`src/rtl/display_share_scheduler.sv`:
```
// Round-robin time-sharing of a 4-digit seven-segment display between two clients,
// with clamped double-dabble BCD conversion and anode scan. Option: LEADING_ZERO_BLANK_EN.
module display_share_scheduler #(
  parameter int REFRESH_BITS = 20,
  parameter int HOLD_CYCLES  = 100000000
) (
  input  logic        clock_100Mhz,
  input  logic        reset,
  input  logic [1:0]  req,
  input  logic [15:0] value0,
  input  logic [15:0] value1,
  output logic [1:0]  grant,
  output logic        busy,
  output logic        overflow,
  output logic [3:0]  Anode_Activate,
  output logic [3:0]  digit_bcd
);

  localparam int TW = (HOLD_CYCLES > 1) ? $clog2(HOLD_CYCLES) : 1;
  localparam logic [TW-1:0] HOLD_LAST = TW'(HOLD_CYCLES - 1);

  typedef enum logic [1:0] {IDLE, CAPTURE, CONVERT, SHOW} state_t;

  state_t                  state_q,    state_d;
  logic                    sel_q,      sel_d;
  logic                    last_q,     last_d;
  logic [1:0]              grant_q,    grant_d;
  logic                    busy_q,     busy_d;
  logic                    overflow_q, overflow_d;
  logic [31:0]             shift_q,    shift_d;
  logic [3:0]              iter_q,     iter_d;
  logic [15:0]             disp_q,     disp_d;
  logic [TW-1:0]           timer_q,    timer_d;
  logic [REFRESH_BITS-1:0] scan_q,     scan_d;

  logic [15:0] cap_raw;
  logic [15:0] cap_val;
  logic        cap_over;
  logic [31:0] adj;
  logic [31:0] shift_next;
  logic [1:0]  digit_sel;

  // Winner's value, clamped to the largest 4-digit number.
  always_comb begin
    cap_raw  = sel_q ? value1 : value0;
    cap_over = (cap_raw > 16'd9999);
    cap_val  = cap_over ? 16'd9999 : cap_raw;
  end

  // One double-dabble step: BCD lives in [31:16], the binary operand shifts out of [15:0].
  always_comb begin
    adj = shift_q;
    for (int i = 0; i < 4; i++) begin
      if (shift_q[16 + 4*i +: 4] >= 4'd5)
        adj[16 + 4*i +: 4] = shift_q[16 + 4*i +: 4] + 4'd3;
    end
    shift_next = adj << 1;
  end

  always_comb begin
    state_d    = state_q;
    sel_d      = sel_q;
    last_d     = last_q;
    grant_d    = grant_q;
    busy_d     = busy_q;
    overflow_d = overflow_q;
    shift_d    = shift_q;
    iter_d     = iter_q;
    disp_d     = disp_q;
    timer_d    = timer_q;
    scan_d     = scan_q + REFRESH_BITS'(1);

    case (state_q)
      IDLE: begin
        grant_d = 2'b00;
        if (|req) begin
          state_d = CAPTURE;
          sel_d   = (req == 2'b11) ? ~last_q : req[1];
        end
      end
      CAPTURE: begin
        grant_d    = sel_q ? 2'b10 : 2'b01;
        last_d     = sel_q;
        overflow_d = cap_over;
        shift_d    = {16'd0, cap_val};
        iter_d     = 4'd0;
        busy_d     = 1'b1;
        state_d    = CONVERT;
      end
      CONVERT: begin
        shift_d = shift_next;
        iter_d  = iter_q + 4'd1;
        // The display only ever sees a finished conversion.
        if (iter_q == 4'd15) begin
          disp_d  = shift_next[31:16];
          busy_d  = 1'b0;
          timer_d = '0;
          state_d = SHOW;
        end
      end
      SHOW: begin
        if (!req[last_q]) begin
          grant_d = 2'b00;
          state_d = IDLE;
        end else if (timer_q == HOLD_LAST) begin
          sel_d   = req[~last_q] ? ~last_q : last_q;
          state_d = CAPTURE;
        end else begin
          timer_d = timer_q + TW'(1);
        end
      end
      default: state_d = IDLE;
    endcase
  end

  always_ff @(posedge clock_100Mhz or negedge reset) begin
    if (!reset) begin
      state_q    <= IDLE;
      sel_q      <= 1'b0;
      last_q     <= 1'b1;
      grant_q    <= 2'b00;
      busy_q     <= 1'b0;
      overflow_q <= 1'b0;
      shift_q    <= '0;
      iter_q     <= '0;
      disp_q     <= '0;
      timer_q    <= '0;
      scan_q     <= '0;
    end else begin
      state_q    <= state_d;
      sel_q      <= sel_d;
      last_q     <= last_d;
      grant_q    <= grant_d;
      busy_q     <= busy_d;
      overflow_q <= overflow_d;
      shift_q    <= shift_d;
      iter_q     <= iter_d;
      disp_q     <= disp_d;
      timer_q    <= timer_d;
      scan_q     <= scan_d;
    end
  end

  assign grant     = grant_q;
  assign busy      = busy_q;
  assign overflow  = overflow_q;
  assign digit_sel = scan_q[REFRESH_BITS-1 -: 2];

  always_comb begin
    Anode_Activate = 4'b1111;
    digit_bcd      = 4'd0;
    case (digit_sel)
      2'd0: begin Anode_Activate = 4'b0111; digit_bcd = disp_q[15:12]; end
      2'd1: begin Anode_Activate = 4'b1011; digit_bcd = disp_q[11:8];  end
      2'd2: begin Anode_Activate = 4'b1101; digit_bcd = disp_q[7:4];   end
      default: begin Anode_Activate = 4'b1110; digit_bcd = disp_q[3:0]; end
    endcase
`ifdef LEADING_ZERO_BLANK_EN
    // A digit is blank when it and every digit to its left are zero; units always lit.
    case (digit_sel)
      2'd0: if (disp_q[15:12] == 4'd0) Anode_Activate = 4'b1111;
      2'd1: if (disp_q[15:8]  == 8'd0) Anode_Activate = 4'b1111;
      2'd2: if (disp_q[15:4]  == 12'd0) Anode_Activate = 4'b1111;
      default: ;
    endcase
`endif
  end

endmodule
```
`config.mk`:
```
export PLATFORM = sky130hd
export DESIGN_NAME = display_share_scheduler
export DESIGN_NICKNAME = d
export VERILOG_FILES = /design/src/rtl/display_share_scheduler.sv
export SDC_FILE = /design/constraint.sdc
export NUM_CORES = 1
export LEC_CHECK = 0
export BUFFER_PORTS_ARGS = -buffer_cell sky130_fd_sc_hd__buf_2
export CORE_AREA = 2 2 138 73
export CTS_BUF_LIST = sky130_fd_sc_hd__clkbuf_2 sky130_fd_sc_hd__clkbuf_4 sky130_fd_sc_hd__clkbuf_8
export CTS_CLUSTER_DIAMETER = 40
export DETAILED_ROUTE_END_ITERATION = 12
export DIE_AREA = 0 0 140 75
export PLACE_DENSITY = 0.83
export SYNTH_ARGS = -nofsm -noshare
export SYNTH_HDL_FRONTEND = slang
export SYNTH_SLANG_ARGS = --single-unit
```
`constraint.sdc`:
```
create_clock -name clock_100Mhz -period 2.4 [get_ports clock_100Mhz]
set_input_delay 0.24 -clock clock_100Mhz [delete_from_list [all_inputs] [get_ports clock_100Mhz]]
set_output_delay 0.24 -clock clock_100Mhz [all_outputs]
set_load 0.05 [all_outputs]
```
==> impl_metrics.toml, run 1 <==
[power_and_ir_drop]
power_frac_seq = 0.428
p_per_area_nw_per_um2 = 895
comb_power_share = 0.384
leakagePower_nw = 2.79
clock_power_share = 0.187
power.switching_mw = 2.15
ir_drop_v = 0.000684
internal-power_mw = 3.39
p_sw_frac = 0.388

[cts]
cts-resized-gates = 0
numClockSinks = 107
post_cts.repair.setup_buffers = 0
cts_tree = "built"
ctsRootBufferMaster = "clkbuf_8"
clk_pin_slew_ps = 100
cts_max_level = 3
clock_latency_ps = 380
clock_path_buffers = 2
cts_inserted_buffers = 9

[layout]
fillers = 721
syn2layout_area_growth_pct = 10.8
final_common_cell = "dfrtp_1"
layoutNonFillerInstCount = 743
nets = 669
final_cell_mix = "dfrtp_1, nand2_1, buf_2"
drive_above_1_share = 0.169
diodes = 0

[floorplan]
pin_count = 48
core_area_sq_um = 9230
die_w_microns = 140
rows = 25
fp.dieH_microns = 75
initial_core_util = 0.605
die-area_sq_um = 10500

[critical_path]
required_ps = 2710
worst_setup_path_start_kind = "register"
crit_arrival_ps = 2520
crit_fanout = 6
cp_cell_sequence = "ha_1 -> nand4_2 -> nor4_4 -> nand4_1 -> or4_1 -> a21oi_1"
max_stage_delay_ps = 470
crit_path_end_kind = "register"
crit_type = "reg -> reg"
path_buf_inv = 0
cp_slowest_cell = "nor4_4"
cpLargestDelayFamily = "simple AND/OR/NAND/NOR gates"

[sta]
fin_crit_ps = 2210
finalMaxSlewViolations = 0
worstMarginPinSlew_ps = 604
finalHoldViolCount = 0
finClkSkew_ps = 6.34
finalCritPeriodShare = 0.922
setup_viol = 0
hold_slack_ps = 176
rsz0062_at_grt = "false"
slew_headroom = 0.587
finalSetupTns_ps = 0
clock.fmax_ghz = 0.452

[synthesis]
syn_area_per_cell_sq_um = 9.83
synthDistinctLibCells = 59
syn_area_sq_um = 5580
synth_edf_count = 0
yosysWarnings = 0
syn_nets = 620
yosys_register_bits = 107
ys_seq_area_frac = 0.480
yosys_most_used_dff = "dfrtp_1"
syn_inst = 568
synthArstFlopShare = 1.00

[detailed_routing]
drtIter0Drc = 397
via_count = 4386
wire_per_inst_microns = 16.3
firstDrtPassIters = 11
wirelength_microns = 12100
drc = 2
vias_per_cell = 5.90
ant_nets = 0

[placed_design]
gp_congestion = 0.897
place_inst = 726
place.detailed.hpwl_microns = 8790
io_buffers = 47

[grt]
grt_pass1_wl_microns = 20100
antenna_found_initial = 0
first_global_vias = 4050
grt_overflow = 0
grt_start_max_net_pins = 49
track_usage = 0.248

[run_status]
violations = "DRC"
status = "complete, but fails checks"

[hold_path]
hp-class = "in -> reg"

[job]
max_cap_violations = 0
## cell usage after synthesis (4+ instances only)
cell / instances / area share
clkbuf_1: 13 / 0.0087
nor3b_1: 4 / 0.0054
nor3_1: 4 / 0.0036
mux2i_1: 8 / 0.014
nand3_1: 26 / 0.023
and2_1: 6 / 0.0067
mux4_2: 4 / 0.016
ha_1: 16 / 0.036
a22o_1: 4 / 0.0063
and3_1: 4 / 0.0045
and4_1: 6 / 0.0094
nor2_1: 43 / 0.029
buf_1: 6 / 0.0040
mux2_2: 12 / 0.024
o21ai_1: 4 / 0.0036
xor2_1: 18 / 0.028
a21oi_1: 40 / 0.036
o21ai_0: 43 / 0.039
a21o_1: 6 / 0.0081
xnor2_1: 17 / 0.027
inv_1: 30 / 0.020
o31ai_1: 5 / 0.0067
nand3b_1: 5 / 0.0067
nand2_1: 53 / 0.036
o22ai_1: 12 / 0.013
dfrtp_1: 106 / 0.48
nand2b_1: 9 / 0.010
nand4_1: 15 / 0.017
or3_1: 8 / 0.0090
## sequential cells by signal (all words and copies together), names as in the netlist
signal,cells
overflow,1
grant,2
state_q,2
last_q,1
shift_q,32
iter_q,4
busy,1
timer_q,27
disp_q,16
scan_q,20
sel_q,1
## area by class of cell
cell class / instances / area, sq um / area share
sequential: 107 / 2680 / 0.433
clock buffer: 12 / 159 / 0.0257
multi-input combinational: 408 / 2690 / 0.435
timing repair buffer: 61 / 370 / 0.0599
clock inverter: 4 / 23.8 / 0.00384
inverter: 30 / 113 / 0.0182
tap: 121 / 151 / 0.0245
## worst min-delay path, delay by kind of cell
kind | cells | cell delay [ps]
multiplexers | 1 | 60
buffers and inverters | 1 | 70
AO/OA/AOI/OAI | 1 | 140
## per-layer routing
layer	track usage	part of all wire
met1	0.380	0.50
met3	0.0617	0.075
met4	0.0550	0.011
met2	0.359	0.41
met5	0	0
## logic make-up after synthesis
| group | after synthesis | share of synthesized area |
|---|---|---|
| AO/OA/AOI/OAI | 132 | 0.146 |
| XOR/XNOR | 35 | 0.0549 |
| adder cells (fa/ha/maj) | 16 | 0.0359 |
| buffers and inverters | 53 | 0.0381 |
| flip-flops | 107 | 0.480 |
| multiplexers | 24 | 0.0547 |
| AND/OR/NAND/NOR | 201 | 0.191 |
## path summary, 6_finish.rpt
check | start | endpoint | slack (ps) | cells after the start
max reg2reg | timer_q[0]$_DFFE_PN0P_ | timer_q[26]$_DFFE_PN0P_ | 190 | 6
min reg2reg | scan_q[5]$_DFF_PN0_ | scan_q[5]$_DFF_PN0_ | 470 | 1
min in group asynchronous | reset | shift_q[1]$_DFFE_PN0P_ | 420 | 2
max | timer_q[0]$_DFFE_PN0P_ | timer_q[26]$_DFFE_PN0P_ | 190 | 6
min | value0[3] | shift_q[3]$_DFFE_PN0P_ | 180 | 3
max in group asynchronous | reset | timer_q[15]$_DFFE_PN0P_ | 1290 | 3
## power by group through the flow
| stage | sequential (mW) | combinational [mW] | clock, mW |
|---|---|---|---|
| 2_1_floorplan | 2.39 | 1.51 | 0 |
| 3_3_place_gp | 2.38 | 2.02 | 0 |
| 3_5_place_dp | 2.40 | 2.09 | 0 |
| 4_1_cts | 2.37 | 2.11 | 1.07 |
| 5_1_grt | 2.41 | 2.35 | 1.13 |
| 6_report | 2.37 | 2.13 | 1.04 |
## timing repair
item                                    CTS  global route
endpoints found under the hold margin    45             0
endpoints found under the setup margin    0             0
hold buffers                              1             0
## through the flow
step	area (sq um)	util	total power, mW	setup WS, ps
2_1_floorplan	5580	-	3.90	467
3_3_place_gp	5990	0.650	4.40	286
3_5_place_dp	5990	0.650	4.50	202
4_1_cts	6190	0.671	5.55	208
5_1_grt	6190	0.671	5.89	39.4
6_report	6190	0.671	5.54	187
Power figures use the tool's default switching activity.
==> run 2, diff against run 1 <==
--- a/config.mk
+++ b/config.mk
@@ -7,11 +7,12 @@
 export LEC_CHECK = 0
 export BUFFER_PORTS_ARGS = -buffer_cell sky130_fd_sc_hd__buf_2
 export CORE_AREA = 2 2 138 73
-export CTS_BUF_LIST = sky130_fd_sc_hd__clkbuf_2 sky130_fd_sc_hd__clkbuf_4 sky130_fd_sc_hd__clkbuf_8
+export CTS_BUF_LIST = sky130_fd_sc_hd__clkbuf_4
 export CTS_CLUSTER_DIAMETER = 40
 export DETAILED_ROUTE_END_ITERATION = 12
 export DIE_AREA = 0 0 140 75
 export PLACE_DENSITY = 0.83
+export SETUP_SLACK_MARGIN = 0.4
 export SYNTH_ARGS = -nofsm -noshare
 export SYNTH_HDL_FRONTEND = slang
 export SYNTH_SLANG_ARGS = --single-unit
==> run 2 against run 1 <==
Global-route usage grew 0.92 points. Flip-flop and latch count stayed put. Final cell count rose by 3.2%. Utilization up 3.4 points. Worst hold slack got worse by 110 ps. Total power increased by 1.2%. Register-to-register slack improved by 20 ps. Count of clock-buffer cells in the layout fell by 2. The flow still finishes with violations (DRC).
==> impl_metrics.toml, run 2 (synthesis gave the netlist of run 1 again) <==
[cts]
cts_tree = "built"
clock_latency_ps = 480
ctsRootBufferMaster = "clkbuf_4"
numClockSinks = 107
clk_pin_slew_ps = 150
cts_max_level = 3
clock_path_buffers = 2
cts_inserted_buffers = 9

[detailed_routing]
via_count = 4694
firstDrtPassIters = 11
vias_per_cell = 6.12
wirelength_microns = 13800
drc = 2
drtIter0Drc = 607
wire_per_inst_microns = 18.1
ant_nets = 0

[floorplan]
core_area_sq_um = 9230
initial_core_util = 0.605
pin_count = 48
rows = 25
fp.dieH_microns = 75
die-area_sq_um = 10500
die_w_microns = 140

[power_and_ir_drop]
internal-power_mw = 3.32
p_sw_frac = 0.408
power.switching_mw = 2.29
leakagePower_nw = 2.87
clock_power_share = 0.141
comb_power_share = 0.429
p_per_area_nw_per_um2 = 862
finalPower_mw = 5.61
power_frac_seq = 0.430
ir_drop_v = 0.000694

[layout]
fillers = 670
syn2layout_area_growth_pct = 16.5
top_register = "shift_q"
drive_above_1_share = 0.234
reg_top3 = "shift_q x32, timer_q x27, scan_q x20"
layoutNonFillerInstCount = 767
nets = 693
diodes = 0
final_common_cell = "dfrtp_1"
largest_register_ffs = 32
final_cell_mix = "dfrtp_1, nand2_1, nor2_1, o21ai_0, buf_2"

[run_status]
status = "complete, but fails checks"
violations = "DRC"

[critical_path]
crit_type = "reg -> reg"
required_ps = 2780
timing.rr.start = "timer_q[26]$_DFFE_PN0P_"
r2r_end = "state_q[1]$_DFFE_PN0P_"
crit_fanout = 5
max_stage_delay_ps = 440
rrSetupSlack_ps = 200
critPathCapture = "state_q[1]$_DFFE_PN0P_"
reg2reg_depth = 5
cp_slowest_cell = "nor4_2"
worst_setup_path_start_kind = "register"
crit_arrival_ps = 2570
startpoint = "timer_q[26]$_DFFE_PN0P_"
crit_path_end_kind = "register"
cp_cell_sequence = "nor4bb_2 -> nand4_2 -> nor4_2 -> o21a_1 -> mux2_2"

[sta]
finalMaxSlewViolations = 0
rsz0062_at_grt = "true"
finalSetupTns_ps = 0
clock.fmax_ghz = 0.455
finClkSkew_ps = 12.1
fin_crit_ps = 2200
slew_headroom = 0.591
finalCritPeriodShare = 0.915
setup_viol = 0
worstMarginPinSlew_ps = 613
finalHoldViolCount = 0

[job]
max_cap_violations = 0

[placed_design]
gp_congestion = 0.897
place_inst = 726
place.detailed.hpwl_microns = 8790
io_buffers = 47

[hold_path]
hp-class = "in -> reg"

[grt]
antenna_found_initial = 0
grt_pass1_wl_microns = 20800
grt_start_max_net_pins = 49
track_usage = 0.257
grt_overflow = 0
first_global_vias = 4162
run 2: routing by layer:
metal,vias to the layer above,global-route usage,share of wire
met2,270,0.373,0.44
met5,-,0,0
met4,0,0.0550,0.017
met1,2236,0.393,0.46
met3,34,0.0668,0.087
li1,2154,-,-
run 2: layout make-up:
class / count / area, sq um / share of cell area
tap: 121 / 151 / 0.0233
sequential: 107 / 2690 / 0.413
clock inverter: 6 / 31.3 / 0.00481
inverter: 30 / 113 / 0.0173
clock buffer: 10 / 75.1 / 0.0115
timing repair buffer: 85 / 579 / 0.0891
multi-input combinational: 408 / 2870 / 0.441
run 2: stage by stage:
stage	utilization	instance area [sq um]	setup slack (ps)	hold slack [ps]
floorplan	-	5580	467	-55.6
global placement	0.650	5990	286	296
detailed placement	0.650	5990	202	300
CTS	0.679	6270	366	65.4
global route	0.705	6500	192	62.2
finish	0.705	6500	204	70.4
run 2: worst min path at each step:
stage,startpoint,end,slack (ps),cells after the start
final,value0[3],shift_q[3]$_DFFE_PN0P_,70,3
after global routing,value1[0],shift_q[0]$_DFFE_PN0P_,60,3
after CTS,value0[3],shift_q[3]$_DFFE_PN0P_,70,3
after detailed placement,reset,shift_q[3]$_DFFE_PN0P_,300,1
after global placement,reset,shift_q[3]$_DFFE_PN0P_,300,1
after floorplan,reset,busy$_DFFE_PN0P_,-60,0
run 2: power groups by stage:
| stage | logic (mW) | clock network (mW) | registers [mW] |
|---|---|---|---|
| after detailed placement | 2.09 | 0 | 2.40 |
| final | 2.41 | 0.790 | 2.41 |
| after CTS | 2.18 | 0.812 | 2.37 |
| after floorplan | 1.51 | 0 | 2.39 |
| after global placement | 2.02 | 0 | 2.38 |
| after global routing | 2.62 | 0.880 | 2.45 |
run 2: worst max-delay path, delay by kind of cell (launching register included):
family | cells | cell delay (ps)
multiplexers | 1 | 340
AND/OR/NAND/NOR | 3 | 1100
flip-flops | 1 | 430
AO/OA/AOI/OAI | 1 | 220
run 2: what timing repair did:
item / 4_1_cts / 5_1_grt
setup endpoints to repair: 20 / 41
hold endpoints to repair: 45 / 0
resized for setup: 17 / 34
hold buffers: 1 / 0
gates cloned: 0 / 0
pin swaps: 7 / 9
buffers inserted: 11 / 13
==> run 3, diff against run 2 <==
--- a/config.mk
+++ b/config.mk
@@ -5,13 +5,14 @@
 export SDC_FILE = /design/constraint.sdc
 export NUM_CORES = 1
 export LEC_CHECK = 0
+export ABC_AREA = 1
 export BUFFER_PORTS_ARGS = -buffer_cell sky130_fd_sc_hd__buf_2
-export CORE_AREA = 2 2 138 73
+export CORE_AREA = 2 2 143 75
 export CTS_BUF_LIST = sky130_fd_sc_hd__clkbuf_4
 export CTS_CLUSTER_DIAMETER = 40
 export DETAILED_ROUTE_END_ITERATION = 12
-export DIE_AREA = 0 0 140 75
-export PLACE_DENSITY = 0.83
+export DIE_AREA = 0 0 145 77
+export PLACE_DENSITY = 0.85
 export SETUP_SLACK_MARGIN = 0.4
 export SYNTH_ARGS = -nofsm -noshare
 export SYNTH_HDL_FRONTEND = slang
==> run 3 against run 2 <==
The flow now finishes without violations. Wire length increased by 2.0%. Synthesized area increased by 11%. Critical path type is now reg -> out. Worst setup slack improved by 250 ps. Sequential power decreased by 10%. Final cell count increased by 35%. Register-to-register slack improved by 350 ps. Combinational power decreased by 15%.
==> impl_metrics.toml, run 3 <==
[critical_path]
crit_path_end_kind = "output port"
reg2reg_depth = 7
cp_slowest_cell = "dfrtp_2"
cp_cell_sequence = "buf_4 -> a221oi_2 -> a21oi_2 -> buf_2"
crit_fanout = 5
crit_arrival_ps = 1700
worst_setup_path_start_kind = "register"
crit_type = "reg -> out"
max_stage_delay_ps = 520
required_ps = 2160

[layout]
syn2layout_area_growth_pct = 11.2
register_area_sq_um = 2680
final_common_cell = "nand2_1"
reg_top3 = "shift_q x32, timer_q x27, scan_q x20"
multiInputGateArea_sq_um = 3100
final_cell_mix = "nand2_1, dfrtp_1, nor2_1"
largest_register_ffs = 32
top_register = "shift_q"
drive_above_1_share = 0.130
nets = 941
fillers = 804

[synthesis]
synth.area.top_cells = "dfrtp_1, nand2_1, nor2_1"
yosysWarnings = 0
yosys_most_used_dff = "dfrtp_1"
yosys_register_bits = 107
synth_most_common_cell = "nand2_1"
syn_inst = 838
synth_common_cells = "nand2_1, dfrtp_1, nor2_1"
synth_top_area_frac = 0.430
syn_nets = 890
synthArstFlopShare = 1.00
synth_area_leader_cell = "dfrtp_1"
syn_area_per_cell_sq_um = 7.36
synthDistinctLibCells = 38
ys_seq_area_frac = 0.434
synth_edf_count = 0
syn_area_sq_um = 6170

[power_and_ir_drop]
leakagePower_nw = 3.26
power.switching_mw = 2.14
power_frac_seq = 0.422
comb_power_share = 0.397
p_per_area_nw_per_um2 = 749
clock_power_share = 0.181
finalPower_mw = 5.14
ir_drop_v = 0.000874
internal-power_mw = 3.00
p_sw_frac = 0.416

[sta]
finalHoldViolCount = 0
clock.fmax_ghz = 0.514
rsz0062_at_grt = "true"
finalMaxSlewViolations = 0
setup_viol = 0
finClkSkew_ps = 14.8
worstMarginPinSlew_ps = 642
slew_headroom = 0.572
finalSetupTns_ps = 0
fin_crit_ps = 1940
finalCritPeriodShare = 0.810

[detailed_routing]
firstDrtPassIters = 6
via_count = 5499
drc = 0
wire_per_inst_microns = 13.7
vias_per_cell = 5.32
drtIter0Drc = 565
ant_nets = 0
wirelength_microns = 14100

[cts]
clock_path_buffers = 2
numClockSinks = 107
clock_latency_ps = 470
cts_tree = "built"
ctsRootBufferMaster = "clkbuf_4"
clk_pin_slew_ps = 160
cts_inserted_buffers = 9
cts_max_level = 3

[grt]
antenna_found_initial = 1
first_global_vias = 4902
grt_start_max_net_pins = 51
grt_pass1_wl_microns = 24200
track_usage = 0.267
grt_overflow = 0

[floorplan]
fp.dieH_microns = 77
initial_core_util = 0.622
core_area_sq_um = 9920
pin_count = 48
die-area_sq_um = 11200
rows = 26
die_w_microns = 145

[placed_design]
gp_congestion = 0.952
place.detailed.hpwl_microns = 10000
io_buffers = 47

[job]
max_cap_violations = 0

[hold_path]
hp-class = "in -> reg"
hold_depth = 5

[run_status]
status = "complete, no violations"
[run 3: kinds of logic after synthesis]
logic type / Yosys count / synth area share
adder cells (fa/ha/maj): 16 / 0.0324
buffers and inverters: 119 / 0.0795
XOR/XNOR: 33 / 0.0468
flip-flops: 107 / 0.434
AO/OA/AOI/OAI: 103 / 0.0931
AND/OR/NAND/NOR: 459 / 0.312
multiplexers: 1 / 0.00162
[run 3: final timing paths]
| path | from | to | slack, ps |
|---|---|---|---|
| worst max register to register | state_q[0]$_DFFE_PN0P_ | iter_q[3]$_DFFE_PN0P_ | 550 |
| worst min-delay path | value0[1] | shift_q[1]$_DFFE_PN0P_ | 100 |
| worst max-delay path | scan_q[18]$_DFF_PN0_ | digit_bcd[3] | 460 |
| max in group asynchronous | reset | last_q$_DFFE_PN1P_ | 1380 |
| min in group asynchronous | reset | shift_q[20]$_DFFE_PN0P_ | 310 |
| worst min register to register | scan_q[0]$_DFF_PN0_ | scan_q[0]$_DFF_PN0_ | 470 |
[run 3: worst max-delay path: cells and delay by family, from the launching register on]
family                 cells  cell delay, ps
AO/OA/AOI/OAI              2             330
buffers and inverters      2             380
flip-flops                 1             520
[run 3: per-stage QoR]
| step | worst slack (ps) | instances | utilization | hold WS, ps | cell area [sq um] |
|---|---|---|---|---|---|
| finish | 456 | 1034 | 0.692 | 99.8 | 6860 |
| global route | 357 | 1034 | 0.692 | 108 | 6860 |
| CTS | 404 | 1033 | 0.683 | 83.1 | 6780 |
| detailed placement | 258 | 1010 | 0.661 | 302 | 6560 |
| global placement | 369 | 1010 | 0.661 | 305 | 6560 |
| floorplan | 411 | 838 | - | -55.6 | 6180 |
[run 3: cell type report]
class                           instances  area share
Multi-Input combinational cell        613       0.452
Sequential cell                       107       0.391
Timing Repair Buffer                   67      0.0603
Inverter                               91      0.0503
Tap cell                              140      0.0255
Clock buffer                           10      0.0109
Clock inverter                          5     0.00912
Antenna cell                            1    0.000365
[run 3: routing by layer]
layer  wire length, microns  part of all wire  vias up  GRT usage
met5                      0                 0        -          0
met4                    117            0.0083        0     0.0485
met3                   1430              0.10       19     0.0744
met2                   5430              0.38      232      0.360
met1                   7140              0.51     2470      0.426
li1                       -                 -     2778          -
[run 3: power groups by stage]
stage / registers [mW] / logic [mW] / clock network [mW]
floorplan: 2.22 / 1.38 / 0
global placement: 2.17 / 1.88 / 0
detailed placement: 2.19 / 1.91 / 0
CTS: 2.16 / 1.96 / 0.946
global route: 2.19 / 2.30 / 1.02
finish: 2.17 / 2.04 / 0.932
[run 3: timing repair]
| action | 4_1_cts | 5_1_grt |
|---|---|---|
| resized for setup | 7 | 22 |
| buffers inserted | 6 | 0 |
| hold endpoints to repair | 47 | 0 |
| hold buffers | 1 | 0 |
| setup endpoints to repair | 35 | 41 |
| gates cloned | 1 | 0 |
